## src/rtl/seg7_pkg.sv

```systemverilog
// Shared constants and types for the 7-segment scan driver.
// Segment vectors are {g,f,e,d,c,b,a}, active-high.
package seg7_pkg;

    localparam logic [6:0] SEG_0    = 7'b0111111;
    localparam logic [6:0] SEG_1    = 7'b0000110;
    localparam logic [6:0] SEG_2    = 7'b1011011;
    localparam logic [6:0] SEG_3    = 7'b1001111;
    localparam logic [6:0] SEG_4    = 7'b1100110;
    localparam logic [6:0] SEG_5    = 7'b1101101;
    localparam logic [6:0] SEG_6    = 7'b1111101;
    localparam logic [6:0] SEG_7    = 7'b0000111;
    localparam logic [6:0] SEG_8    = 7'b1111111;
    localparam logic [6:0] SEG_9    = 7'b1101111;
    localparam logic [6:0] SEG_DASH = 7'b1000000;
    localparam logic [6:0] SEG_OFF  = 7'b0000000;

    typedef enum logic [1:0] {
        ST_IDLE  = 2'd0,
        ST_BLANK = 2'd1,
        ST_SHOW  = 2'd2
    } scan_state_t;

endpackage

```

## src/rtl/bcd_to_seg7.sv

```systemverilog
// Combinational BCD to 7-segment decoder; codes 10-15 render as a dash.
module bcd_to_seg7
    import seg7_pkg::*;
(
    input  logic [3:0] bcd_i,
    output logic [6:0] seg_o
);

    always_comb begin
        seg_o = SEG_DASH;
        case (bcd_i)
            4'd0:    seg_o = SEG_0;
            4'd1:    seg_o = SEG_1;
            4'd2:    seg_o = SEG_2;
            4'd3:    seg_o = SEG_3;
            4'd4:    seg_o = SEG_4;
            4'd5:    seg_o = SEG_5;
            4'd6:    seg_o = SEG_6;
            4'd7:    seg_o = SEG_7;
            4'd8:    seg_o = SEG_8;
            4'd9:    seg_o = SEG_9;
            default: seg_o = SEG_DASH;
        endcase
    end

endmodule

```

## src/rtl/seg_scan_driver.sv

```systemverilog
// Time-multiplexed 7-segment scanner with blank guard slots and per-digit blink.
//   state    | meaning
//   ST_IDLE  | display dark, waiting for ENABLE
//   ST_BLANK | all anodes off, DIGIT_SEL presented, BCD captured on last cycle
//   ST_SHOW  | selected anode lit with the captured digit
module seg_scan_driver
    import seg7_pkg::*;
#(
    parameter int                    NUM_DIGITS   = 6,
    parameter int                    REFRESH_DIV  = 1000,
    parameter int                    BLANK_CYCLES = 16,
    parameter logic [NUM_DIGITS-1:0] DP_MASK      = 6'b010100,
    parameter bit                    ACTIVE_LOW   = 1'b1
) (
    input  logic                  CLK,
    input  logic                  RESET_N,
    input  logic                  ENABLE,
    input  logic [NUM_DIGITS-1:0] BLINK_MASK,
    input  logic                  BLINK_PHASE,
    output logic [2:0]            DIGIT_SEL,
    input  logic [3:0]            DIGIT_BCD,
    output logic [6:0]            SEG,
    output logic                  DP,
    output logic [NUM_DIGITS-1:0] AN,
    output logic                  FRAME_DONE
);

    localparam int CNT_MAX  = (BLANK_CYCLES > REFRESH_DIV) ? BLANK_CYCLES : REFRESH_DIV;
    localparam int CNT_W    = ($clog2(CNT_MAX) < 1) ? 1 : $clog2(CNT_MAX);
    localparam logic [CNT_W-1:0] BLANK_LOAD = CNT_W'(BLANK_CYCLES - 1);
    localparam logic [CNT_W-1:0] SHOW_LOAD  = CNT_W'(REFRESH_DIV - 1);
    localparam logic [2:0]       LAST_DIGIT = 3'(NUM_DIGITS - 1);

    scan_state_t           state_q, state_d;
    logic [CNT_W-1:0]      cnt_q, cnt_d;
    logic [2:0]            digit_q, digit_d;
    logic [3:0]            bcd_q, bcd_d;

    logic [NUM_DIGITS-1:0] an_q, an_d;
    logic [6:0]            seg_q, seg_d;
    logic                  dp_q, dp_d;
    logic                  fd_q, fd_d;

    logic [6:0]            seg_dec;
    logic [NUM_DIGITS-1:0] onehot;
    logic                  lit;

    bcd_to_seg7 u_dec (
        .bcd_i (bcd_d),
        .seg_o (seg_dec)
    );

    // Output registers hold pin polarity so the reset value is already "inactive".
    always_ff @(posedge CLK) begin
        if (!RESET_N) begin
            state_q <= ST_IDLE;
            cnt_q   <= '0;
            digit_q <= '0;
            bcd_q   <= '0;
            an_q    <= {NUM_DIGITS{ACTIVE_LOW}};
            seg_q   <= {7{ACTIVE_LOW}};
            dp_q    <= ACTIVE_LOW;
            fd_q    <= 1'b0;
        end else begin
            state_q <= state_d;
            cnt_q   <= cnt_d;
            digit_q <= digit_d;
            bcd_q   <= bcd_d;
            an_q    <= an_d ^ {NUM_DIGITS{ACTIVE_LOW}};
            seg_q   <= seg_d ^ {7{ACTIVE_LOW}};
            dp_q    <= dp_d ^ ACTIVE_LOW;
            fd_q    <= fd_d;
        end
    end

    always_comb begin
        state_d = state_q;
        cnt_d   = cnt_q;
        digit_d = digit_q;
        bcd_d   = bcd_q;
        if (!ENABLE) begin
            state_d = ST_IDLE;
            cnt_d   = '0;
            digit_d = '0;
        end else begin
            case (state_q)
                ST_IDLE: begin
                    state_d = ST_BLANK;
                    cnt_d   = BLANK_LOAD;
                    digit_d = '0;
                end
                ST_BLANK: begin
                    if (cnt_q == '0) begin
                        state_d = ST_SHOW;
                        cnt_d   = SHOW_LOAD;
                        bcd_d   = DIGIT_BCD;
                    end else begin
                        cnt_d = cnt_q - 1'b1;
                    end
                end
                ST_SHOW: begin
                    if (cnt_q == '0) begin
                        state_d = ST_BLANK;
                        cnt_d   = BLANK_LOAD;
                        digit_d = (digit_q == LAST_DIGIT) ? 3'd0 : digit_q + 3'd1;
                    end else begin
                        cnt_d = cnt_q - 1'b1;
                    end
                end
                default: begin
                    state_d = ST_IDLE;
                    cnt_d   = '0;
                    digit_d = '0;
                end
            endcase
        end
    end

    // Outputs are decoded from the next state so they line up with it once registered.
    always_comb begin
        onehot = NUM_DIGITS'(1) << digit_d;
        lit    = (state_d == ST_SHOW) && !((|(BLINK_MASK & onehot)) && !BLINK_PHASE);
        an_d   = lit ? onehot : '0;
        seg_d  = lit ? seg_dec : SEG_OFF;
        dp_d   = lit && (|(DP_MASK & onehot));
        fd_d   = (state_d == ST_SHOW) && (cnt_d == '0) && (digit_d == LAST_DIGIT);
    end

    assign DIGIT_SEL  = digit_q;
    assign AN         = an_q;
    assign SEG        = seg_q;
    assign DP         = dp_q;
    assign FRAME_DONE = fd_q;

endmodule
```

## config.mk

```make
export PLATFORM = sky130hd
export DESIGN_NAME = seg_scan_driver
export DESIGN_NICKNAME = d
export VERILOG_FILES = /design/src/rtl/seg7_pkg.sv /design/src/rtl/bcd_to_seg7.sv /design/src/rtl/seg_scan_driver.sv
export SDC_FILE = /design/constraint.sdc
export NUM_CORES = 1
export LEC_CHECK = 0
export ABC_CLOCK_PERIOD_IN_PS = 3000
export CAP_MARGIN = 20
export CORE_MARGIN = 2
export CORE_UTILIZATION = 35
export CTS_CLUSTER_SIZE = 25
export DETAILED_ROUTE_END_ITERATION = 8
export GPL_ROUTABILITY_DRIVEN = 0
export GPL_TIMING_DRIVEN = 0
export PLACE_DENSITY = 0.67
export SLEW_MARGIN = 40
export SYNTH_ARGS = -nofsm -noshare
export SYNTH_HDL_FRONTEND = slang
export SYNTH_SLANG_ARGS = --single-unit
```

## constraint.sdc

```tcl
create_clock -name CLK -period 3 [get_ports CLK]
set_clock_uncertainty 0.05 [all_clocks]
set_input_delay 0.6 -clock CLK [delete_from_list [all_inputs] [get_ports CLK]]
set_output_delay 0.6 -clock CLK [all_outputs]
set_load 0.01 [all_outputs]
```

==> run summary, run 1 <==
Maximum vdd ir drop: 208 uV. In this design, the stage delay of the slowest critical-path cell is 0.64 ns. The yosys synthesis warning count was 0. The tools report the CTS root buffer as clkbuf_8. Setup slack on the worst reg-to-reg path comes out at 0.31 ns.

By area the synthesized netlist is led by dfxtp_1 (35%), ha_1 (7.7%), nand3_1 (3.6%), a21oi_1 (3.3%), nor2b_1 (3.2%). In this run the vertical extent of the chip is 78.6 um. The run gives 0.162 as the total routing usage reported by global routing. Post-synthesis instance total: 218. The average instance in the mapped netlist occupies 8.93 sq um. The maximum number of pins on one net before global-route repair came out at 12. Final core utilization: 0.465. The run finished with clean final reports.

In this run, synthesis inferred 0 flip-flops with an integrated enable. The repair_antennas step left the layout with diodes totalling 0. For the clock sink count, the log shows 34. In this run the standard cell core region covers 0.00544 sq mm.

The longest clock path from root to sink contains 2 buffers. For the final hold violation count, the log shows 0. The routed design has 4510 um of wire. The setup violation total in the final timing report is 0, and the proportion of power drawn by combinational gates is 0.220.

Counting flops and latches in the post-synthesis netlist gives 34. The kind of cell with the highest combined delay along the critical path is simple AND/OR/NAND/NOR gates. The later pin in the worst-skew pair is clocked with a latency of 0.29 ns.

The power per standard cell area was 512 mW/mm^2; the number of design-rule violations left by the first detailed-router iteration was 85. After detailed routing, the number of vias per cell comes to 5.29. The run gives 0.375 as the relative contribution of sequential cells to total power. The net count of the finished layout is 284. In this run the horizontal extent of the chip is 78.6 um.

The async set-or-reset flop fraction in the synthesized netlist was 0; the cell leakage power was 0.995 nW. For this design, the slowest cell found on the critical path is clkdlybuf4s50_1. Counting every net in the synthesized netlist gives 244. The run gives 0 as the remaining global-route overflow. CTS built an H-tree with a depth of 2.

Across the run, the number of max-cap violations was 0. The launching element type of the critical path is a primary input. The first global-routing pass estimated 7960 um of wire.

Clock network fraction of design power: 0.405. The critical path class is primary input to register. The area enclosed by the die boundary is 0.00617 sq mm. Worst slew margin relative to its limit: 0.420. Post-synthesis sequential area ratio: 0.350.

Pin placement for this block handled 32 I/O pins. The run gives 0 as the remaining design rule violation count. The kind of end point of the critical path was a register. Summing every instance area after synthesis gives 0.00195 sq mm. The post-synthesis to final-layout area growth was 29.9%; the arrival time at the worst endpoint was 2.85 ns. For the total iterations of the first detailed-routing run, the log shows 4. The count of unique library cells instantiated by Yosys came out at 54. The largest fanout on the critical path works out to 7.

The run gives 0.349 mW as the switching power summed over all nets. The run gives 0.358 as the initial standard-cell utilization of the core. For the number of antenna violations at the first check in global routing, the log shows 0. Average wire per cell in the routed design: 13.6 um. The portion of synthesized cell area occupied by the leading cell type came out at 0.350.

The share of final-layout standard cells stronger than drive strength 1 is 0.112. For the worst setup path, the data required time is 3.11 ns. The number of buffer cells added on primary ports came out at 31.

Derived from the worst setup path, the maximum achievable clock frequency is 365 MHz. The via count of the first global-routing pass was 1759. Setup repair after global routing left no endpoint under its margin. The final cycle utilization of the critical path is 0.914, and the filler cell count is 510.

Summed over all nets, the half-perimeter wirelength after detailed placement is 3330 um. The number of nets with antenna violations after routing is 0, and the internal power consumption is 0.947 mW. The final critical path time including I/O delays and setup works out to 2.74 ns.

The number of max-slew violations in the final report was 0. Buffers inserted during clock tree synthesis total 5. The type of the most critical hold path is register to register. For the total number of vias, the log shows 1751. Traced cell by cell, the critical path runs through clkdlybuf4s50_1 > o211ai_1 > nor3_2 > mux2i_1 > nor3_1 > or4_1. For the pin with the worst max-slew slack, the measured transition is 0.860 ns. The floorplan row count is 27. The cell type with the highest aggregate area in the netlist was dfxtp_1. Among all flip-flop cells after synthesis, the most frequent one is dfxtp_1. TritonCTS built the clock tree. The CTS clock-pin slew for the worst setup and hold paths works out to 0.07 ns.

Hold repair after CTS inserted 0 buffers. The switching power as a share of total power was 0.269; the final hold slack was 0.507 ns. The number of buffer and inverter stages on the critical path came out at 1.
## synthesized netlist by cell type, types with 3 or more instances
| master | n |
|---|---|
| a21oi_1 | 13 |
| and2_1 | 9 |
| dfxtp_1 | 34 |
| ha_1 | 12 |
| inv_1 | 9 |
| mux2i_1 | 6 |
| nand2_1 | 9 |
| nand2b_1 | 5 |
| nand3_1 | 14 |
| nand4_1 | 4 |
| nor2_1 | 14 |
| nor2b_1 | 10 |
| nor3_1 | 9 |
| nor3_4 | 3 |
| o211ai_1 | 3 |
| o21a_1 | 3 |
| o21ai_0 | 8 |
| o32ai_1 | 3 |
| or3_1 | 4 |
| xnor2_1 | 4 |
## layer usage
metal | wire length (um) | global-route usage | vias to the layer above
met5 | 0 | 0 | -
met2 | 2080 | 0.256 | 59
met3 | 243 | 0.0379 | 14
li1 | - | - | 884
met4 | 120 | 0.0825 | 0
met1 | 2060 | 0.205 | 794
## flip-flops by register name, indices dropped and copies added (netlist names)
register and flops:
DP 1, bcd_q 4, cnt_q 10, DIGIT_SEL 3, SEG 7, AN 6, FRAME_DONE 1, state_q 2
## cell type report
| cell class | instances | area, sq um | share of cell area |
|---|---|---|---|
| clock inverter | 2 | 60.1 | 0.0237 |
| multi-input combinational | 171 | 1230 | 0.487 |
| clock buffer | 6 | 82.6 | 0.0326 |
| timing repair buffer | 33 | 325 | 0.129 |
| inverter | 9 | 33.8 | 0.0134 |
| buffer | 4 | 25.0 | 0.00989 |
| sequential | 34 | 681 | 0.269 |
| tap | 72 | 90.1 | 0.0356 |
## metrics by stage
step	cells	area, sq um	worst slack [ns]	TNS, ns	power [mW]
finish	331	2530	0.259	0	1.30
CTS	329	2500	0.0387	0	1.30
global route	331	2530	0.125	0	1.37
detailed placement	321	2350	-0.333	-1.61	0.770
global placement	321	2350	-0.257	-1.11	0.767
floorplan	218	1950	0.560	0	0.700
## power by group through the flow
stage | clock [mW] | combinational [mW] | sequential (mW)
6_report | 0.525 | 0.285 | 0.486
5_1_grt | 0.559 | 0.321 | 0.489
4_1_cts | 0.535 | 0.278 | 0.485
3_5_place_dp | 0 | 0.274 | 0.496
3_3_place_gp | 0 | 0.273 | 0.495
2_1_floorplan | 0 | 0.208 | 0.492
## final timing paths
| check | endpoint | from | cells after the start |
|---|---|---|---|
| worst max-delay path | DP$_SDFF_PN1_ | ENABLE | 6 |
| worst min-delay path | state_q[1]$_SDFF_PN0_ | state_q[1]$_SDFF_PN0_ | 2 |
| worst max register to register | DP$_SDFF_PN1_ | cnt_q[0]$_SDFF_PN0_ | 8 |
| worst min register to register | state_q[1]$_SDFF_PN0_ | state_q[1]$_SDFF_PN0_ | 2 |
## layout by cell type, fill, tap and decap left out, drive strengths merged, types with 5 or more instances in the layout
master | synthesis | routed
a21oi | 13 | 13
and2 | 9 | 9
buf | 4 | 6
clkbuf | 0 | 6
clkdlybuf4s50 | 0 | 31
dfxtp | 34 | 34
ha | 12 | 12
inv | 9 | 9
mux2i | 6 | 6
nand2 | 9 | 9
nand2b | 5 | 5
nand3 | 14 | 14
nand4 | 5 | 5
nor2 | 14 | 14
nor2b | 10 | 10
nor3 | 13 | 13
o21ai | 10 | 10
## worst min-delay path: stages, from the launching register on
cell,delay [ns]
dfxtp_1,0.37
nor2_1,0.08
nor2_1,0.07
## repair_timing
action	in CTS	in global routing
endpoints found under the setup margin	3	6
buffers inserted	0	2
gates resized for setup	2	2
pin swaps	0	0
## logic make-up (layout without fill, tap and decap cells)
| logic type | Yosys count | count (layout) | synth area share |
|---|---|---|---|
| compound gates | 51 | 51 | 0.183 |
| xor+xnor | 4 | 4 | 0.0180 |
| fa+ha+maj | 12 | 12 | 0.0771 |
| buf+inv | 13 | 54 | 0.0302 |
| flops | 34 | 34 | 0.350 |
| mux | 7 | 7 | 0.0366 |
| simple gates | 97 | 97 | 0.305 |
Power figures use the tool's default switching activity.
==> run 2: changes to the inputs <==
--- a/config.mk
+++ b/config.mk
@@ -5,6 +5,7 @@
 export SDC_FILE = /design/constraint.sdc
 export NUM_CORES = 1
 export LEC_CHECK = 0
+export ABC_AREA = 1
 export ABC_CLOCK_PERIOD_IN_PS = 3000
 export CAP_MARGIN = 20
 export CORE_MARGIN = 2
@@ -17,4 +18,5 @@
 export SLEW_MARGIN = 40
 export SYNTH_ARGS = -nofsm -noshare
 export SYNTH_HDL_FRONTEND = slang
+export SYNTH_HIERARCHICAL = 1
 export SYNTH_SLANG_ARGS = --single-unit
==> run summary, run 2 <==
The summed negative setup slack over all endpoints came out at 0 ns. Dividing the detail-routed via count by the number of cells gives 4.56. Max-cap violations in this run came to 0. In this run the worst hold path is classified as register to register. For this run, the number of Yosys warnings is 6. The total overflow left after global routing is 0.

The number of clock buffers inserted by TritonCTS came out at 5. The total area inside the core boundary comes to 0.00561 sq mm. The tools report the launching element type of the critical path as a register.

The total iterations of the first detailed-routing run was 4; the number of buffer cells added on primary ports was 30. Post-synth design cell area: 0.00207 sq mm. The prevailing post-synth register cell was dfxtp_1. For this design the ratio of total power to cell area is 401 mW/mm^2. The antenna diode instance count was 0.

The async set-or-reset flop fraction in the synthesized netlist is 0. After synthesis, the largest family of logic cells by area is simple AND/OR/NAND/NOR gates. Counting distinct cell types in the post-synthesis netlist gives 28.

The clock sink count was 34; the final net count was 347. The post-synthesis share of cell area spent on and, or, nand and nor gates works out to 0.422. The tree is rooted in a clkbuf_8. The total half-perimeter wirelength after legalization and detailed placement was 3270 um; the met2 wire length was 1880 um. The run gives 0.454 as the final core utilization. The worst setup path is captured at a register. In this run the static leakage power is 1.24 nW. The number of flip-flops and latches in the synthesized netlist works out to 34. The cell that appears most often on the critical path is nand2_1. The tools report the maximum number of pins on one net before global-route repair as 11.

The first global-routing pass estimated 7010 um of wire. Once layout is done, the placed cells without fillers occupy 0.00255 sq mm. The tightest hold path in the finished design has a slack of 0.423 ns. The number of placed I/O pins was 32.

The cell type with the highest aggregate area in the netlist was dfxtp_1. The xor/xnor cell area share of the yosys netlist came out at 0.0212. Counting every instance in the synthesized netlist gives 284. The buffer levels on the longest clock path is 2, and the number of design-rule violations left by the first detailed-router iteration is 75. The count of nets left with antenna violations once routing finished came out at 0. The final hold violation count came out at 0. The die covers 0.00654 sq mm.

Setup violations remaining at the end of the flow were counted as 0. For this run, design rule violations remaining after detail routing come to 0. The average wire per cell in the routed design is 10.4 um. Post-CTS repair changed the size of 0 cells.

The worst slew margin relative to its limit is 0.679. After layout, the worst setup slack is 0.459 ns. The overall power consumption was 1.02 mW. Dividing the synthesized area by the synthesized cell count gives 7.28 sq um. For the initial standard-cell utilization of the core, the log shows 0.369. Measured along the y axis, the die boundary spans 80.9 um.

The floorplan row count is 27. The met3 wire length was 145 um; the placement-stage worst setup slack was 0.181 ns. The transition time at the pin with the least slew margin is 0.481 ns. Counting tap cells, the placed design contains a total of 386 instances. More flip-flops sit in one register than any other, and that register is cnt_q.

Setup repair after global routing left no endpoint under its margin. The CTS clock-pin slew for the worst setup and hold paths works out to 0.06 ns. The number of antenna violations at the first check in global routing was 0; the final critical path time including I/O delays and setup was 2.54 ns.

Data on the critical path is required at its endpoint by 3.12 ns. The critical path goes through inv_1 > ha_1 > nand3_4 > nor2_8 > nand3_1 > inv_1 > nand2_1 > nand2_1 > inv_1 > ha_1 > nand2_1 > nand2_1 > nand2_1 > nand2_1 > nand2_1 > inv_1 > nand3_1. The post-synthesis to final-layout area growth was 23.3%. The count of buffers added by post-CTS timing repair for setup was 0; the via count of the first global-routing pass was 1692.

The layout has 607 filler cells. TritonCTS built the clock tree. The clock reaches the later pin of the worst-skew pair after 0.28 ns.

The setup path with the least slack is of type register to register. The run finished with clean final reports. Ranked by instance count, the synthesized netlist is headed by nand2_1 (68), inv_1 (45), dfxtp_1 (34), nor2_1 (29), nand3_2 (13).

Maximum achievable frequency: 394 MHz. The register with the most flip-flops in the layout has 10 of them. The instance area at placement was 0.00246 sq mm; the sum of routed wire length over all layers was 4080 um.

The tools report the total routing usage reported by global routing as 0.138. Highest metal layer with signal wires: met4. The most frequently used cell type in the post-synthesis netlist is nand2_1. The number of H-tree levels is 2.

The post-synthesis adder-cell area fraction came out at 0.0726. The synthesized-area fraction occupied by ao, oa, aoi and oai cells is 0.0484. The portion of synthesized cell area occupied by the leading cell type came out at 0.329. The run gives 0.329 as the post-synthesis sequential area ratio.

After synthesis, the cell types taking the most area are dfxtp_1 (33%), nand2_1 (12%), inv_1 (8.2%), ha_1 (7.3%), nand3_2 (6.3%). The final cycle utilization of the critical path works out to 0.847. The biggest cell delay along the critical path came out at 0.30 ns. For this block, wires on met1 add up to 1970 um. The library cells used most frequently in the layout, excluding fill and tap cells, are nand2_1 (68), inv_1 (45), dfxtp_1 (34).

Cell type of the slowest stage on the worst timing path: dfxtp_1. The number of hold buffers added after CTS was 0; the count of flip-flops with a built-in enable after synthesis was 0. Commonest non-fill, non-tap cell in the layout: nand2_1.

The routed layout has 1797 vias. The run gives 0 as the number of max-slew violations in the final report. The width of the die was 80.9 um; the share of final-layout standard cells stronger than drive strength 1 was 0.161. The arrival time at the worst endpoint was 2.66 ns; the largest fanout on the critical path was 8. IR analysis of the VDD net gives a maximum drop of 215 uV. The post-synth net total is 310. The finished layout holds 394 standard cells, fillers aside. Mux cell area share after synthesis: 0.
==> run 2: worst paths after layout <==
path	startpoint	endpoint	cells after the start	slack, ns
worst max-delay path	cnt_q[0]$_SDFF_PN0_	SEG[3]$_SDFF_PN1_	17	0.46
worst max register to register	cnt_q[0]$_SDFF_PN0_	SEG[3]$_SDFF_PN1_	17	0.46
worst min register to register	bcd_q[1]$_SDFF_PN0_	bcd_q[1]$_SDFF_PN0_	2	0.42
worst min-delay path	bcd_q[1]$_SDFF_PN0_	bcd_q[1]$_SDFF_PN0_	2	0.42
==> run 2: layer usage <==
metal / vias to the layer above / global-route usage
met5: - / 0
met4: 0 / 0.0746
met3: 7 / 0.0333
met2: 34 / 0.224
met1: 802 / 0.169
li1: 954 / -
==> run 2: cell type report <==
type | count | area [sq um] | share of cell area
Buffer | 5 | 36.3 | 0.0142
Clock buffer | 7 | 86.3 | 0.0339
Clock inverter | 1 | 5.00 | 0.00196
Inverter | 49 | 184 | 0.0722
Multi-Input combinational cell | 196 | 1170 | 0.458
Sequential cell | 34 | 681 | 0.267
Tap cell | 72 | 90.1 | 0.0353
Timing Repair Buffer | 30 | 300 | 0.118
==> run 2: power breakdown <==
group	switching, mW	total (mW)	internal, mW
combinational	0.128	0.207	0.0793
sequential	0.00929	0.471	0.461
clock	0.160	0.345	0.185
==> run 2: critical path: cells and delay by family (launching register included) <==
kind,cells,cell delay [ns]
simple gates,11,1.05
fa+ha+maj,2,0.57
buf+inv,4,0.46
flops,1,0.30
==> run 2: cells by family (layout without fill, tap and decap cells) <==
kind of cell               Yosys count  count (layout)
and+or+nand+nor                    161             161
buffers and inverters               54              92
DFF                                 34              34
AOI/OAI and AO/OA                   18              18
adders and majority gates           12              12
xor gates and xnor gates             5               5
==> run 3: changes to the inputs <==
--- a/config.mk
+++ b/config.mk
@@ -6,7 +6,7 @@
 export NUM_CORES = 1
 export LEC_CHECK = 0
 export ABC_AREA = 1
-export ABC_CLOCK_PERIOD_IN_PS = 3000
+export ABC_CLOCK_PERIOD_IN_PS = 2500
 export CAP_MARGIN = 20
 export CORE_MARGIN = 2
 export CORE_UTILIZATION = 35
==> constraint.sdc (replaced) <==
create_clock -name CLK -period 2.5 [get_ports CLK]
set_clock_uncertainty 0.05 [all_clocks]
set_input_delay 0.5 -clock CLK [delete_from_list [all_inputs] [get_ports CLK]]
set_output_delay 0.5 -clock CLK [all_outputs]
set_load 0.01 [all_outputs]
==> run summary, run 3 (synthesis gave the netlist of run 2 again) <==
The run finished with clean final reports. Total routing usage reported by global routing: 0.138. Number of H-tree levels: 2.

The setup violation total in the final timing report is 0, and the routed length on met1 is 1960 um. The largest fanout on the critical path is 10, and the number of antenna violations at the first check in global routing is 0. The tools report the maximum achievable frequency as 434 MHz. The repair_antennas step left the layout with diodes totalling 0. Leaving out fill and tap cells, the most frequent cell in the layout is nand2_1. For this design the static power due to leakage is 1.24 nW. The count of buffers added by post-CTS timing repair for setup is 0.

Relative to the synthesized area, the layout overhead comes to 24.8%. Across the VDD grid, the largest voltage drop is 256 uV. In this run the clock root is driven by a clkbuf_8.

Walking the worst path, the cells encountered are clkdlybuf4s50_1 > nand2_1 > nor2_2 > nand2_1 > a21oi_1 > nand2_1 > inv_1 > clkbuf_4 > nand3_2. The depth of the worst hold-timing path works out to 2. The worst setup path is launched from a primary input.

In this design, the stage delay of the slowest critical-path cell is 0.59 ns. Number of hold buffers added after CTS: 0. TritonCTS built the clock tree. The die is 80.9 um wide.

After layout, the minimum clock period comes to 2.30 ns. Number of design-rule violations left by the first detailed-router iteration: 74. The run gives 0.00654 sq mm as the area enclosed by the die boundary. The flip-flop count of the largest register, all copies and words added works out to 10. In this run the deepest clock path goes through 2 buffers. The worst register-to-register path has a depth of 16. Data arrives at the worst endpoint at 2.42 ns.

The share of final-layout standard cells stronger than drive strength 1 works out to 0.174. Highest metal layer with signal wires: met4. The finished cells cover 0.00258 sq mm. The floorplan step defined a core boundary enclosing 0.00561 sq mm. The final hold violation count came out at 0. The run gives 0.681 as the worst slew margin relative to its limit. Leaving out fill and tap cells, the most frequent cells in the layout are nand2_1 (68), inv_1 (44), dfxtp_1 (34). The number of clock buffers added by TritonCTS is 5. The worst hold path begins at bcd_q[1]$_SDFF_PN0_. The final hold slack came out at 0.423 ns. The worst setup path is captured at a register.

The type of the most critical hold path was register to register. The sum of routed wire length over all layers was 4100 um. Number of max-cap violations: 0.

The initial standard-cell utilization of the core came out at 0.369. Among all stages on the critical path, the largest delay is contributed by clkdlybuf4s50_1. The critical path in this run is classified as primary input to register. After detailed routing, the number of vias per cell comes to 4.57. The floorplan die height was 80.9 um.

Setup repair after global routing left no endpoint under its margin. The number of max-slew violations in the final report was 0; the CTS clock-pin slew for the worst setup and hold paths was 0.06 ns. At the pin with the least slew margin, the transition time is 0.479 ns. For hold timing, the worst endpoint is bcd_q[1]$_SDFF_PN0_.

The logs give 0 for the remaining global-route overflow and 27 for the floorplan row count. The count of buffers added on input and output ports is 30. For the instance area at placement, the log shows 0.00246 sq mm.

The tools report the source of the worst register-to-register timing path as cnt_q[5]$_SDFF_PN0_. Total iterations of the first detailed-routing run: 4. Across all register-to-register paths, the minimum setup slack is 0.23 ns. Once detail routing completed, the nets flagged for antenna violations numbered 0.

The clock drives 34 sinks. 32 I/O pins were placed. The clock reaches the later pin of the worst-skew pair after 0.28 ns. By instance count, the cell type seen most on the critical path is nand2_1. Summing over every cut layer, the via total after detailed routing is 1799. The met2 wire length is 1900 um, and the final cycle utilization of the critical path is 0.921. The via count of the first global-routing pass was 1690; the final core utilization was 0.460.

Power comes to 1.24 mW. For the filler cell count, the log shows 597. The run gives 347 as the final net count. The total half-perimeter wirelength after legalization and detailed placement is 3270 um.

The quantity of gates resized following cts was 1; the average wire per cell in the routed design was 10.4 um. In the detailed route, the total length drawn on met3 is 143 um. For the worst setup path, the data required time is 2.62 ns. The tools report the capturing point of the worst reg2reg path as SEG[3]$_SDFF_PN1_.

The power per standard cell area came out at 479 mW/mm^2. More flip-flops sit in one register than any other, and that register is cnt_q. The global-route wire length before repair is 6980 um, and the remaining design rule violation count is 0.

The run gives 11 as the maximum number of pins on one net before global-route repair.
-- run 3: how the worst max path moves through the flow --
stage / startpoint / to / slack, ns / depth (start not counted)
after floorplan: cnt_q[0]$_SDFF_PN0_ / SEG[3]$_SDFF_PN1_ / 0.33 / 17
after global placement: ENABLE / SEG[6]$_SDFF_PN1_ / -0.20 / 9
after detailed placement: ENABLE / SEG[6]$_SDFF_PN1_ / -0.22 / 9
after CTS: cnt_q[0]$_SDFF_PN0_ / SEG[3]$_SDFF_PN1_ / 0.04 / 17
after global routing: cnt_q[4]$_SDFF_PN0_ / SEG[3]$_SDFF_PN1_ / 0.009 / 16
final: ENABLE / SEG[6]$_SDFF_PN1_ / 0.20 / 9
-- run 3: stage by stage --
step | instances | setup TNS [ns] | setup WS [ns]
2_1_floorplan | 284 | 0 | 0.335
3_3_place_gp | 386 | -2.37 | -0.199
3_5_place_dp | 386 | -2.52 | -0.219
4_1_cts | 394 | 0 | 0.0375
5_1_grt | 394 | 0 | 0.00858
6_report | 394 | 0 | 0.196
-- run 3: final cells by class --
class | count | area (sq um) | share of cell area
buffer | 5 | 38.8 | 0.0150
timing repair buffer | 30 | 300 | 0.116
multi-input combinational | 196 | 1190 | 0.463
clock inverter | 1 | 5.00 | 0.00194
clock buffer | 7 | 86.3 | 0.0335
sequential | 34 | 681 | 0.264
inverter | 49 | 184 | 0.0713
tap | 72 | 90.1 | 0.0349
-- run 3: metal layers --
metal,vias to the layer above,track usage
met4,0,0.0746
li1,954,-
met2,35,0.222
met1,801,0.169
met5,-,0
met3,9,0.0333
-- run 3: power by group --
part / leakage [nW] / switching [mW] / internal, mW
clock network: 0.0482 / 0.193 / 0.222
registers: 0.276 / 0.0113 / 0.554
logic: 0.912 / 0.157 / 0.0987
-- run 3: worst max-delay path: cells and delay by family --
kind / cells / cell delay [ns]
and+or+nand+nor: 5 / 0.72
AOI/OAI and AO/OA: 1 / 0.18
buffers and inverters: 3 / 1.00
